<file path="src/rtl/alu_op_sequencer.sv">
// alu_op_sequencer: serial A/B/op loader with strobe synchroniser, drives the tile ALU and registers its result.
// Rev 1.0
`default_nettype none

module alu_op_sequencer #(
  parameter int DATA_W      = 8,
  parameter int SYNC_STAGES = 2,
  parameter int ALU_LAT     = 1
) (
  input  logic              clk_i,
  input  logic              rst_ni,
  input  logic              ena_i,
  input  logic [DATA_W-1:0] data_in_i,
  input  logic              load_stb_i,
  input  logic              clr_i,
  output logic [DATA_W-1:0] alu_a_o,
  output logic [DATA_W-1:0] alu_b_o,
  output logic [1:0]        alu_sel_o,
  input  logic [DATA_W-1:0] alu_result_i,
  output logic [DATA_W-1:0] result_o,
  output logic              result_valid_o,
  output logic              busy_o,
  output logic [2:0]        state_dbg_o
);

  localparam int LAT_W = (ALU_LAT > 1) ? $clog2(ALU_LAT) : 1;
  localparam logic [LAT_W-1:0] LAT_LOAD = LAT_W'(ALU_LAT - 1);
  localparam logic [LAT_W-1:0] LAT_ONE  = LAT_W'(1);

  typedef enum logic [2:0] {
    S_IDLE   = 3'd0,
    S_GET_B  = 3'd1,
    S_GET_OP = 3'd2,
    S_EXEC   = 3'd3
  } state_t;

  logic [SYNC_STAGES-1:0] sync_q;
  logic                   prev_q;
  // fill_q marks which flops hold genuine post-reset samples, so a pin already
  // high at reset release is never mistaken for a rising edge.
  logic [SYNC_STAGES:0]   fill_q;
  logic                   stb_p;

  always_ff @(posedge clk_i or negedge rst_ni) begin
    if (!rst_ni) begin
      sync_q <= '0;
      prev_q <= 1'b0;
      fill_q <= '0;
    end else begin
      sync_q <= {sync_q[SYNC_STAGES-2:0], load_stb_i};
      prev_q <= sync_q[SYNC_STAGES-1];
      fill_q <= {fill_q[SYNC_STAGES-1:0], 1'b1};
    end
  end

  assign stb_p = sync_q[SYNC_STAGES-1] & ~prev_q & fill_q[SYNC_STAGES];

  state_t            state_q, state_d;
  logic [DATA_W-1:0] a_q, a_d;
  logic [DATA_W-1:0] b_q, b_d;
  logic [1:0]        sel_q, sel_d;
  logic [DATA_W-1:0] res_q, res_d;
  logic              valid_q, valid_d;
  logic [LAT_W-1:0]  lat_q, lat_d;

  always_ff @(posedge clk_i or negedge rst_ni) begin
    if (!rst_ni) begin
      state_q <= S_IDLE;
      a_q     <= '0;
      b_q     <= '0;
      sel_q   <= '0;
      res_q   <= '0;
      valid_q <= 1'b0;
      lat_q   <= '0;
    end else begin
      state_q <= state_d;
      a_q     <= a_d;
      b_q     <= b_d;
      sel_q   <= sel_d;
      res_q   <= res_d;
      valid_q <= valid_d;
      lat_q   <= lat_d;
    end
  end

  // Strobe pulses arriving while ena_i is low simply fall through unused.
  always_comb begin
    state_d = state_q;
    a_d     = a_q;
    b_d     = b_q;
    sel_d   = sel_q;
    res_d   = res_q;
    valid_d = valid_q;
    lat_d   = lat_q;
    if (ena_i) begin
      if (clr_i) begin
        state_d = S_IDLE;
        a_d     = '0;
        b_d     = '0;
        sel_d   = '0;
        res_d   = '0;
        valid_d = 1'b0;
        lat_d   = '0;
      end else begin
        case (state_q)
          S_IDLE: begin
            if (stb_p) begin
              a_d     = data_in_i;
              valid_d = 1'b0;
              state_d = S_GET_B;
            end
          end
          S_GET_B: begin
            if (stb_p) begin
              b_d     = data_in_i;
              state_d = S_GET_OP;
            end
          end
          S_GET_OP: begin
            if (stb_p) begin
              sel_d   = data_in_i[1:0];
              lat_d   = LAT_LOAD;
              state_d = S_EXEC;
            end
          end
          S_EXEC: begin
            if (lat_q == '0) begin
              res_d   = alu_result_i;
              valid_d = 1'b1;
              state_d = S_IDLE;
            end else begin
              lat_d = lat_q - LAT_ONE;
            end
          end
          default: state_d = S_IDLE;
        endcase
      end
    end
  end

  assign alu_a_o        = a_q;
  assign alu_b_o        = b_q;
  assign alu_sel_o      = sel_q;
  assign result_o       = res_q;
  assign result_valid_o = valid_q;
  assign busy_o         = (state_q != S_IDLE);
  assign state_dbg_o    = state_q;

endmodule

`default_nettype wire

</file>
<file path="config.mk">
export PLATFORM = sky130hd
export DESIGN_NAME = alu_op_sequencer
export DESIGN_NICKNAME = d
export VERILOG_FILES = /design/src/rtl/alu_op_sequencer.sv
export SDC_FILE = /design/constraint.sdc
export NUM_CORES = 1
export LEC_CHECK = 0
export CAP_MARGIN = 40
export CORE_AREA = 5 5 72 74
export CTS_CLUSTER_SIZE = 24
export DETAILED_ROUTE_END_ITERATION = 12
export DIE_AREA = 0 0 77 79
export PLACE_DENSITY = 0.75
export RECOVER_POWER = 100
export SLEW_MARGIN = 30
export SYNTH_ARGS = -nofsm -noshare
export SYNTH_HDL_FRONTEND = slang
export SYNTH_SLANG_ARGS = --single-unit
export TNS_END_PERCENT = 20
</file>
<file path="constraint.sdc">
create_clock -name clk_i -period 2 [get_ports clk_i]
set_clock_uncertainty 0.2 [all_clocks]
set_input_delay 0.3 -clock clk_i [delete_from_list [all_inputs] [get_ports clk_i]]
set_output_delay 0.3 -clock clk_i [all_outputs]
set_load 0.02 [all_outputs]
</file>
# Word level (Yosys, flattened, before mapping)
# Cells that the tools add are included.
[totals]
regBits = 37
input_bits = 21
output_inout_bits = 31
wordCells = 62
[classes]
add_sub_neg = 1
eq_ne = 8
muxes = 24
bitwise_logic = 3
reduce_logical = 16
[op_table]
columns = ["op", "n"]
rows = [
  ["$mux 8", 8],
  ["$mux 3", 5],
  ["$reduce_and 3->1", 5],
  ["$ne 3x3->1 const B", 4],
  ["$pmux 3 s4", 1],
  ["$reduce_bool 2->1", 5],
  ["$reduce_bool 3->1", 3],
  ["$eq 3x2->1 const B", 2],
  ["$mux 2", 3],
  ["$mux 1", 5],
  ["$reduce_and 5->1", 1],
  ["$pmux 1 s2", 2],
  ["$reduce_and 4->1", 1],
  ["$eq 3x1->1 const B", 1],
  ["$logic_not 3->1", 1],
  ["$and 1x1->1", 2],
  ["$ne 2x2->1 const B", 1],
  ["$not 1->1", 1],
  ["$sub 1x1->1 const B", 1],
]

# Depth between registers and ports, before layout
# Gate-level depths: netlist of the first run.
[depth]
ltp_word = 6
mapped_depth = 6
mapped_depth_nobuf = 5

# Least setup slack after synthesis of the first run
# OpenSTA, ideal clock, no wires.
[synth_timing]
path_kind = "register to register"
start = "reg state_q[1] (netlist: state_dbg_o[1])"
end = "reg state_q[1] (netlist: state_dbg_o[1])"
setup_time_ps = 87
arrival_time_ps = 1579
t_required_ps = 1713
setup_slack_ps = 134
path_stages_with_launch = 6
path_buffers = 0
period_less_slack_ps = 1866
path_cell_list = "dfrtp_1 -> inv_1 -> ha_1 -> or3_1 -> a211o_1 -> o211ai_1"
[synth_via]
elab_chain_len = 3
elab_cells_between_ends = 11
classes_between = "eq/ne (7); mux (2); reduce/logical (2)"
[synth_lines]
columns = ["element", "line_no", "rtl"]
rows = [
  ["start: declaration", "58", "state_t state_q, state_d;"],
  ["start signal: assignment", "76", "state_q <= state_d;"],
  ["$eq 3x2->1 (tied with other cells)", "105", "case (state_q)"],
  ["$ne 3x3->1 (no source line) / $pmux 3 s4 (equally long branches)", "n/a", ""],
  ["$reduce_and 5->1 (no source line) / $mux 3 (equally long branches)", "n/a", ""],
]
# Several ways; a longest one is shown, not always the timed one.
# A chain may end at the register's enable or synchronous reset.

# Final worst setup path of the first run
[layout_timing]
start = "reg state_q[0] (netlist: state_dbg_o[0])"
end = "out state_dbg_o[0]"
[layout_rtl]
columns = ["element", "line_no", "rtl"]
rows = [
  ["end: declaration", "23", "output logic [2:0] state_dbg_o"],
]
# No word-level cell between the ends.

==> results of run 1 <==
## power groups by stage
stage	registers, W	logic (W)	clock network (W)
4_1_cts	0.000951	0.000966	0.000524
3_5_place_dp	0.000963	0.000969	0
5_1_grt	0.000965	0.000986	0.000560
6_report	0.000942	0.000903	0.000500
2_1_floorplan	0.00113	0.000342	0
3_3_place_gp	0.000957	0.000957	0
## area by class of cell
cell class	instances	area (µm²)
Fill cell	423	2180
Clock buffer	6	82.58
Inverter	13	48.80
Timing Repair Buffer	59	558.0
Clock inverter	1	5.005
Multi-Input combinational cell	96	718.2
Tap cell	54	67.56
Sequential cell	35	875.8
## kinds of logic (layout without fill, tap and decap cells)
logic type,Yosys count,after routing,synth area share [%]
compound gates,49,49,21.32
fa+ha+maj,4,4,2.931
mux,9,9,5.275
buf+inv,25,79,6.666
flops,35,35,51.28
simple gates,32,32,12.09
other cells,2,2,0.4397
## worst paths after layout
| path | from | endpoint | slack, ns | cells after the start |
|---|---|---|---|---|
| max in group asynchronous | rst_ni | alu_b_o[6]$_DFFE_PN0P_ | 0.60 | 2 |
| min in group asynchronous | rst_ni | result_o[1]$_DFFE_PN0P_ | 0.46 | 2 |
| hold reg to reg | sync_q[0]$_DFF_PN0_ | sync_q[1]$_DFF_PN0_ | 0.16 | 0 |
| setup / recovery | state_dbg_o[0]$_DFFE_PN0P_ | state_dbg_o[0] | 0.07 | 2 |
| setup reg to reg | state_dbg_o[0]$_DFFE_PN0P_ | alu_b_o[0]$_DFFE_PN0P_ | 0.17 | 5 |
| hold / removal | sync_q[0]$_DFF_PN0_ | sync_q[1]$_DFF_PN0_ | 0.16 | 0 |
## through the flow
stage,util [%],hold slack (ns)
6_report,51.94,0.1556
2_1_floorplan,-,-0.1956
4_1_cts,52.14,0.1611
3_3_place_gp,50.23,0.1336
3_5_place_dp,50.23,0.1358
5_1_grt,51.94,0.1670
## metal layers
| metal | share of wire, % | GRT usage [%] | up-vias |
|---|---|---|---|
| met4 | 1.5 | 5.155 | 0 |
| met3 | 2.9 | 2.268 | 5 |
| met1 | 46 | 17.63 | 646 |
| met2 | 50 | 22.58 | 25 |
| li1 | - | - | 674 |
| met5 | 0 | 0 | - |
## state kept, by name, summed over array words and instances, names as in the netlist
register and cells:
result_valid_o 1, sync_q 2, prev_q 1, alu_a_o 8
alu_sel_o 2, alu_b_o 8, result_o 8, fill_q 3
state_dbg_o 2
## cells in the mapped netlist, types with 5 or more instances
cell / instances / share of area [%]
o2bb2ai_1: 8 / 4.1
a2bb2oi_1: 8 / 4.1
and2_1: 5 / 1.8
dfrtp_1: 35 / 51
nand2_1: 7 / 1.5
nor2b_1: 10 / 3.7
a31oi_1: 11 / 4.0
mux2i_1: 9 / 5.3
inv_1: 12 / 2.6
o22ai_1: 8 / 2.9
o31ai_1: 10 / 4.4
clkbuf_1: 5 / 1.1
## what timing repair did
action                     in CTS  in global routing
resized for setup               1                  0
hold endpoints to repair        0                  0
setup endpoints to repair       1                  0
## layout by cell type (no fill, tap or decap), types with 2 or more instances in the layout
| cell | netlist | layout |
|---|---|---|
| a2bb2oi_1 | 8 | 8 |
| a31oi_1 | 11 | 11 |
| and2_1 | 5 | 4 |
| buf_4 | 2 | 6 |
| clkbuf_2 | 0 | 2 |
| clkbuf_8 | 0 | 6 |
| clkdlybuf4s50_1 | 0 | 20 |
| conb_1 | 2 | 2 |
| dfrtp_1 | 35 | 35 |
| dlygate4sd3_1 | 0 | 29 |
| ha_1 | 4 | 4 |
| inv_1 | 12 | 12 |
| mux2i_1 | 9 | 9 |
| nand2_1 | 7 | 7 |
| nand4b_1 | 2 | 2 |
| nor2_1 | 2 | 2 |
| nor2b_1 | 10 | 10 |
| o22ai_1 | 8 | 8 |
| o2bb2ai_1 | 8 | 8 |
| o31ai_1 | 10 | 10 |
==> results.cfg, run 1 <==
[run_status]
status = completed

[floorplanning]
initial_utilization_pct = 37.66
placementRows = 25
dieArea_um2 = 6083
coreArea_um2 = 4536
die_h_um = 79
die_w_um = 77
io_pins = 52

[layout]
instances_no_fill = 264
insertedDiodeCount = 0
design_area_um2 = 2356
area_growth_pct = 37.95
final_nets = 235
drive_gt1_share_pct = 8.571

[pwr]
power_density_nw_per_um2 = 995.4
power_frac_comb_pct = 38.5
ir_worst_vdd_mv = 0.4319
p_leak_nw = 1.150
power_w = 0.002345
switching_power_w = 0.0007973
p_clk_share_pct = 21.3
swShare_pct = 34.00
seqPwrFrac_pct = 40.2
p_int_w = 0.001548

[grt]
grt_pass1_wl_mm = 6.706
grt_antenna_before_repair = 0
grt_pass1_vias = 1385
grt_max_degree = 36
grt-ovfl-total = 0
globalRouteTotalUtil_pct = 13.54

[critical_path]
cp_top_family = buffers and inverters
cp.required_ns = 1.50
crit_chain = clkbuf_1 > clkdlybuf4s50_1
slowest_stage = clkdlybuf4s50_1
cp.arrival_ns = 1.43
cpPeakStageDelay_ns = 0.65
end_kind = primary output
critPathLaunchType = flop
critical_path_class = reg2out
cp.buffers_inverters = 2
crit_fanout = 3

[synth]
ys_seq_elements = 35
synth_area_per_cell_um2 = 10.95
synth-seq-area-share_pct = 51.28
syn_inst = 156
ys.flop_type = dfrtp_1
syn_nets = 181
synth_area_um2 = 1708
synth_cell_types = 30
async_reset_ff_share_pct = 100.0
yosysWarningCount = 0
synth_edf_count = 0

[routing]
wl_per_cell_um = 14.80
via_count = 1350
via_per_inst = 5.114
wl_mm = 3.906
drc = 0
drt_iter0_drc = 53
detail-route-antenna-nets = 0
drtPass1Iterations = 4

[placement]
dp.final_hpwl_mm = 2.816
place.port_buffers = 50
dpl_cell_area_um2 = 2278
gp_congestion = 0.7560
place_ws_ns = 0.1535
dpl.cell_count = 257

[flow_run]
cap_viol_max_count = 0

[sta]
worst_pin_slew_ns = 0.8639
slew-limit-headroom_pct = 42.41
tns_ns = 0
finalMaxSlewViolations = 0
fin_ws_ns = 0.06528
rsz0062_at_grt = no
finalHoldViolations = 0
fin_crit_sh_pct = 96.74
period_minus_slack_ns = 1.935
setup_viol = 0
clock.fmax_ghz = 0.5169

[cts]
cts_setup_buffers = 0
htreeDepth = 2
clock-sinks = 35
cts_tree = done
insertion_delay_ns = 0.28
ctsHoldBuffers = 0
cts.clk_slew.worst_paths_ns = 0.07
cts_buffers = 5
clk_path_buf_depth = 2
cts-root-buf = clkbuf_8

[hold_path]
hold_class = reg2reg
Note: power is estimated with default switching activity, not from simulation.
==> run 2, diff against run 1 <==
--- a/config.mk
+++ b/config.mk
@@ -10,8 +10,10 @@
 export CTS_CLUSTER_SIZE = 24
 export DETAILED_ROUTE_END_ITERATION = 12
 export DIE_AREA = 0 0 77 79
+export MAX_ROUTING_LAYER = met4
 export PLACE_DENSITY = 0.75
 export RECOVER_POWER = 100
+export SKIP_CTS_REPAIR_TIMING = 1
 export SLEW_MARGIN = 30
 export SYNTH_ARGS = -nofsm -noshare
 export SYNTH_HDL_FRONTEND = slang
==> results.cfg, run 2 (synthesis gave the netlist of run 1 again) <==
[placement]
dpl.cell_count = 257
place_ws_ns = 0.1535
gp_congestion = 0.7658
place.port_buffers = 50
dpl_cell_area_um2 = 2278
dp.final_hpwl_mm = 2.816

[layout]
layout.cells.most_common = dfrtp_1
drive_gt1_share_pct = 9.048
final_nets = 235
design_area_um2 = 2355
instances_no_fill = 264
area_growth_pct = 37.88
insertedDiodeCount = 0
mostFrequentLayoutCells = dfrtp_1, dlygate4sd3_1, clkdlybuf4s50_1

[cts]
htreeDepth = 2
clk_path_buf_depth = 2
cts.clk_slew.worst_paths_ns = 0.07
cts-root-buf = clkbuf_8
clock-sinks = 35
cts_buffers = 5
insertion_delay_ns = 0.28
cts_tree = done

[critical_path]
worst-r2r-cell-count = 5
critical_path_class = reg2out
cp.arrival_ns = 1.36
regToRegSetupSlack_ns = 0.19
critPathLaunchType = flop
end_kind = primary output
cp.required_ns = 1.50
r2r-start = state_dbg_o[0]$_DFFE_PN0P_
r2r-end = state_dbg_o[1]$_DFFE_PN0P_
crit_fanout = 3

[hold_path]
min_to = fill_q[1]$_DFF_PN0_
hold_depth = 0
hp-start = fill_q[0]$_DFF_PN0_
hold_class = reg2reg

[sta]
rsz0062_at_grt = no
finalMaxSlewViolations = 0
fin_ws_ns = 0.1352
period_minus_slack_ns = 1.865
finalHoldViolations = 0
worst_pin_slew_ns = 0.8628
fin_crit_sh_pct = 93.24
slew-limit-headroom_pct = 42.48
clock.fmax_ghz = 0.5362
setup_viol = 0

[pwr]
ir_worst_vdd_mv = 0.4316
p_leak_nw = 1.148
power_density_nw_per_um2 = 995.0

[routing]
drt_iter0_drc = 41
detail-route-antenna-nets = 0
via_per_inst = 5.117
wl_per_cell_um = 14.86
drc = 0
drtPass1Iterations = 4
wl_mm = 3.922
via_count = 1351

[grt]
grt_pass1_vias = 1380
grt_max_degree = 36
grt-ovfl-total = 0
grt_antenna_before_repair = 0
grt_pass1_wl_mm = 6.706
globalRouteTotalUtil_pct = 13.91

[floorplanning]
die_w_um = 77
io_pins = 52
dieArea_um2 = 6083
placementRows = 25
coreArea_um2 = 4536
die_h_um = 79
initial_utilization_pct = 37.66

[flow_run]
cap_viol_max_count = 0

[run_status]
status = completed
## run 2: cell types whose count changed in the layout (fill, tap and decap cells not counted)
cell	change
dlygate4sd2_1	-1
buf_4	+1
## run 2: routing by layer
| metal | routed length (µm) | up-vias | track usage (%) |
|---|---|---|---|
| li1 | - | 673 | - |
| met5 | 0 | - | - |
| met3 | 114 | 5 | 2.154 |
| met4 | 60 | 0 | 5.155 |
| met1 | 1791 | 645 | 17.70 |
| met2 | 1954 | 28 | 22.58 |
## run 2: cell type report
cell class | count | area, µm²
repair buffers | 59 | 556.8
clock buffers | 6 | 82.58
multi-input cells | 96 | 718.2
flip-flops and latches | 35 | 875.8
clock inverters | 1 | 5.005
well taps | 54 | 67.56
inverters | 13 | 48.80
fillers | 422 | 2181
## run 2: critical path: stages (launching register included)
cell and delay (ns):
dfrtp_1 0.34, buf_4 0.12, clkdlybuf4s50_1 0.62
## run 2: metrics by stage
stage	hold slack (ns)	utilization [%]	power, W	setup TNS (ns)
after CTS	0.1611	52.17	0.002449	-0.1623
after global routing	0.1670	51.92	0.002509	0
after floorplan	-0.1956	-	0.001471	0
final	0.1566	51.92	0.002343	0
after detailed placement	0.1358	50.23	0.001932	0
after global placement	0.1336	50.23	0.001914	0
## run 2: power breakdown
group / internal, W / total (W) / leakage (nW) / switching (W)
Clock: 0.000270 / 0.000501 / 0.0470 / 0.000231
Combinational: 0.000423 / 0.000900 / 0.638 / 0.000476
Sequential: 0.000851 / 0.000943 / 0.463 / 0.0000916
## run 2: worst max-delay path by stage
stage / start / to / slack [ns] / depth (start not counted)
after floorplan: state_dbg_o[1]$_DFFE_PN0P_ / state_dbg_o[1]$_DFFE_PN0P_ / 0.13 / 5
final: state_dbg_o[0]$_DFFE_PN0P_ / state_dbg_o[0] / 0.14 / 2
after global placement: state_dbg_o[0]$_DFFE_PN0P_ / busy_o / 0.19 / 4
after detailed placement: state_dbg_o[0]$_DFFE_PN0P_ / busy_o / 0.15 / 4
after CTS: state_dbg_o[0]$_DFFE_PN0P_ / busy_o / -0.16 / 4
after global routing: state_dbg_o[1]$_DFFE_PN0P_ / alu_b_o[0]$_DFFE_PN0P_ / 0.07 / 5
==> run 3, diff against run 2 <==
--- a/config.mk
+++ b/config.mk
@@ -10,8 +10,9 @@
 export CTS_CLUSTER_SIZE = 24
 export DETAILED_ROUTE_END_ITERATION = 12
 export DIE_AREA = 0 0 77 79
+export DONT_BUFFER_PORTS = 1
 export MAX_ROUTING_LAYER = met4
-export PLACE_DENSITY = 0.75
+export PLACE_DENSITY = 0.6
 export RECOVER_POWER = 100
 export SKIP_CTS_REPAIR_TIMING = 1
 export SLEW_MARGIN = 30
==> results.cfg, run 3 (synthesis gave the netlist of run 1 again) <==
[flow_run]
cap_viol_max_count = 0

[placement]
place.port_buffers = 0
place_ws_ns = 0.1416
gp_congestion = 0.7423
dpl.cell_count = 203
dp.final_hpwl_mm = 2.766

[layout]
drive_gt1_share_pct = 9.639
final_nets = 191
area_growth_pct = 12.75
fin_util_pct = 42.46
mostFrequentLayoutCells = dfrtp_1, inv_1, a31oi_1
fill_cells = 414
instances_no_fill = 220
insertedDiodeCount = 0
layout.cells.most_common = dfrtp_1

[grt]
grt_max_degree = 36
grt_pass1_wl_mm = 6.279
grt_antenna_before_repair = 0
globalRouteTotalUtil_pct = 13.16
grt-ovfl-total = 0
grt_pass1_vias = 1228

[floorplanning]
die_w_um = 77
coreArea_um2 = 4536
initial_utilization_pct = 37.66
dieArea_um2 = 6083
die_h_um = 79
io_pins = 52
placementRows = 25

[critical_path]
critPathLaunchType = flop
critical_path_class = reg2reg
cp.required_ns = 1.91
end_kind = flop
worst-r2r-cell-count = 6
r2r-start = state_dbg_o[0]$_DFFE_PN0P_
crit_start = state_dbg_o[0]$_DFFE_PN0P_
regToRegSetupSlack_ns = 0.11
crit_fanout = 9
cp.arrival_ns = 1.80

[sta]
finalHoldViolations = 1
fin_crit_sh_pct = 94.70
fin_ws_ns = 0.1061
worst_pin_slew_ns = 1.008
setup_viol = 0
hold_slack_ns = -0.005937
slew-limit-headroom_pct = 32.61
period_minus_slack_ns = 1.894
clock.fmax_ghz = 0.5280
finalMaxSlewViolations = 0
tns_ns = 0
rsz0062_at_grt = no

[routing]
wl_met1_mm = 1.545
top_layer = met4
detail-route-antenna-nets = 0
drc = 0
dr_wl_met2_mm = 2.077
wl_mm = 4.011
drt_iter0_drc = 85
wl_per_cell_um = 18.23
via_count = 1262
met3_length_um = 322
via_per_inst = 5.736
drtPass1Iterations = 4

[hold_path]
hp-start = ena_i
hold_depth = 2
hold_class = in2reg

[run_status]
violations = hold timing
status = finished, violations left

[cts]
clock-sinks = 35
cts-root-buf = clkbuf_8
clk_path_buf_depth = 2
cts.clk_slew.worst_paths_ns = 0.07
cts_tree = done
cts_buffers = 5
insertion_delay_ns = 0.27
htreeDepth = 2

[pwr]
p_leak_nw = 0.9071
power_w = 0.002110
power_density_nw_per_um2 = 1096
ir_worst_vdd_mv = 0.4142
run 3: cell count changes in the layout (fill, tap and decap cells not counted), sizes merged:
cell	previous run	this run
buf	7	3
clkdlybuf4s50	20	0
dlygate4sd3	29	9
run 3: per-stage QoR:
step | hold slack, ns | instance area, µm²
floorplan | -0.1956 | 1708
global placement | -0.1943 | 1748
detailed placement | -0.1946 | 1748
finish | -0.005937 | 1926
CTS | -0.4991 | 1836
global route | -0.004019 | 1926
run 3: report_power, final:
group | switching (W) | internal, W | leakage (nW) | total, W
clock | 0.000235 | 0.000270 | 0.0470 | 0.000504
combinational | 0.000252 | 0.000213 | 0.399 | 0.000465
sequential | 0.000289 | 0.000851 | 0.461 | 0.00114
total | 0.000776 | 0.00133 | 0.907 | 0.00211
run 3: worst paths after layout:
kind	to
max	result_o[7]$_DFFE_PN0P_
min	alu_b_o[0]$_DFFE_PN0P_
max reg2reg	result_o[7]$_DFFE_PN0P_
min reg2reg	sync_q[1]$_DFF_PN0_
max in group asynchronous	state_dbg_o[1]$_DFFE_PN0P_
min in group asynchronous	alu_a_o[6]$_DFFE_PN0P_
run 3: worst max-delay path, cell delays in order (launching register included):
cell	delay, ns
dfrtp_1	0.40
buf_4	0.17
ha_1	0.20
buf_4	0.17
and2_1	0.27
a2bb2oi_1	0.22
o22ai_1	0.10
run 3: layout make-up:
class                   count  area [µm²]  area share (%)
flip-flops and latches     35       877.1           45.55
multi-input cells          96       718.2           37.30
repair buffers             15       126.4           6.563
clock buffers               6       82.58           4.288
well taps                  54       67.56           3.509
inverters                  13       48.80           2.534
clock inverters             1       5.005          0.2599
run 3: layer usage:
metal / vias to the layer above / global-route usage [%]
li1: 589 / -
met1: 617 / 15.02
met2: 50 / 21.48
met3: 6 / 5.102
met4: 0 / 4.124
met5: - / -
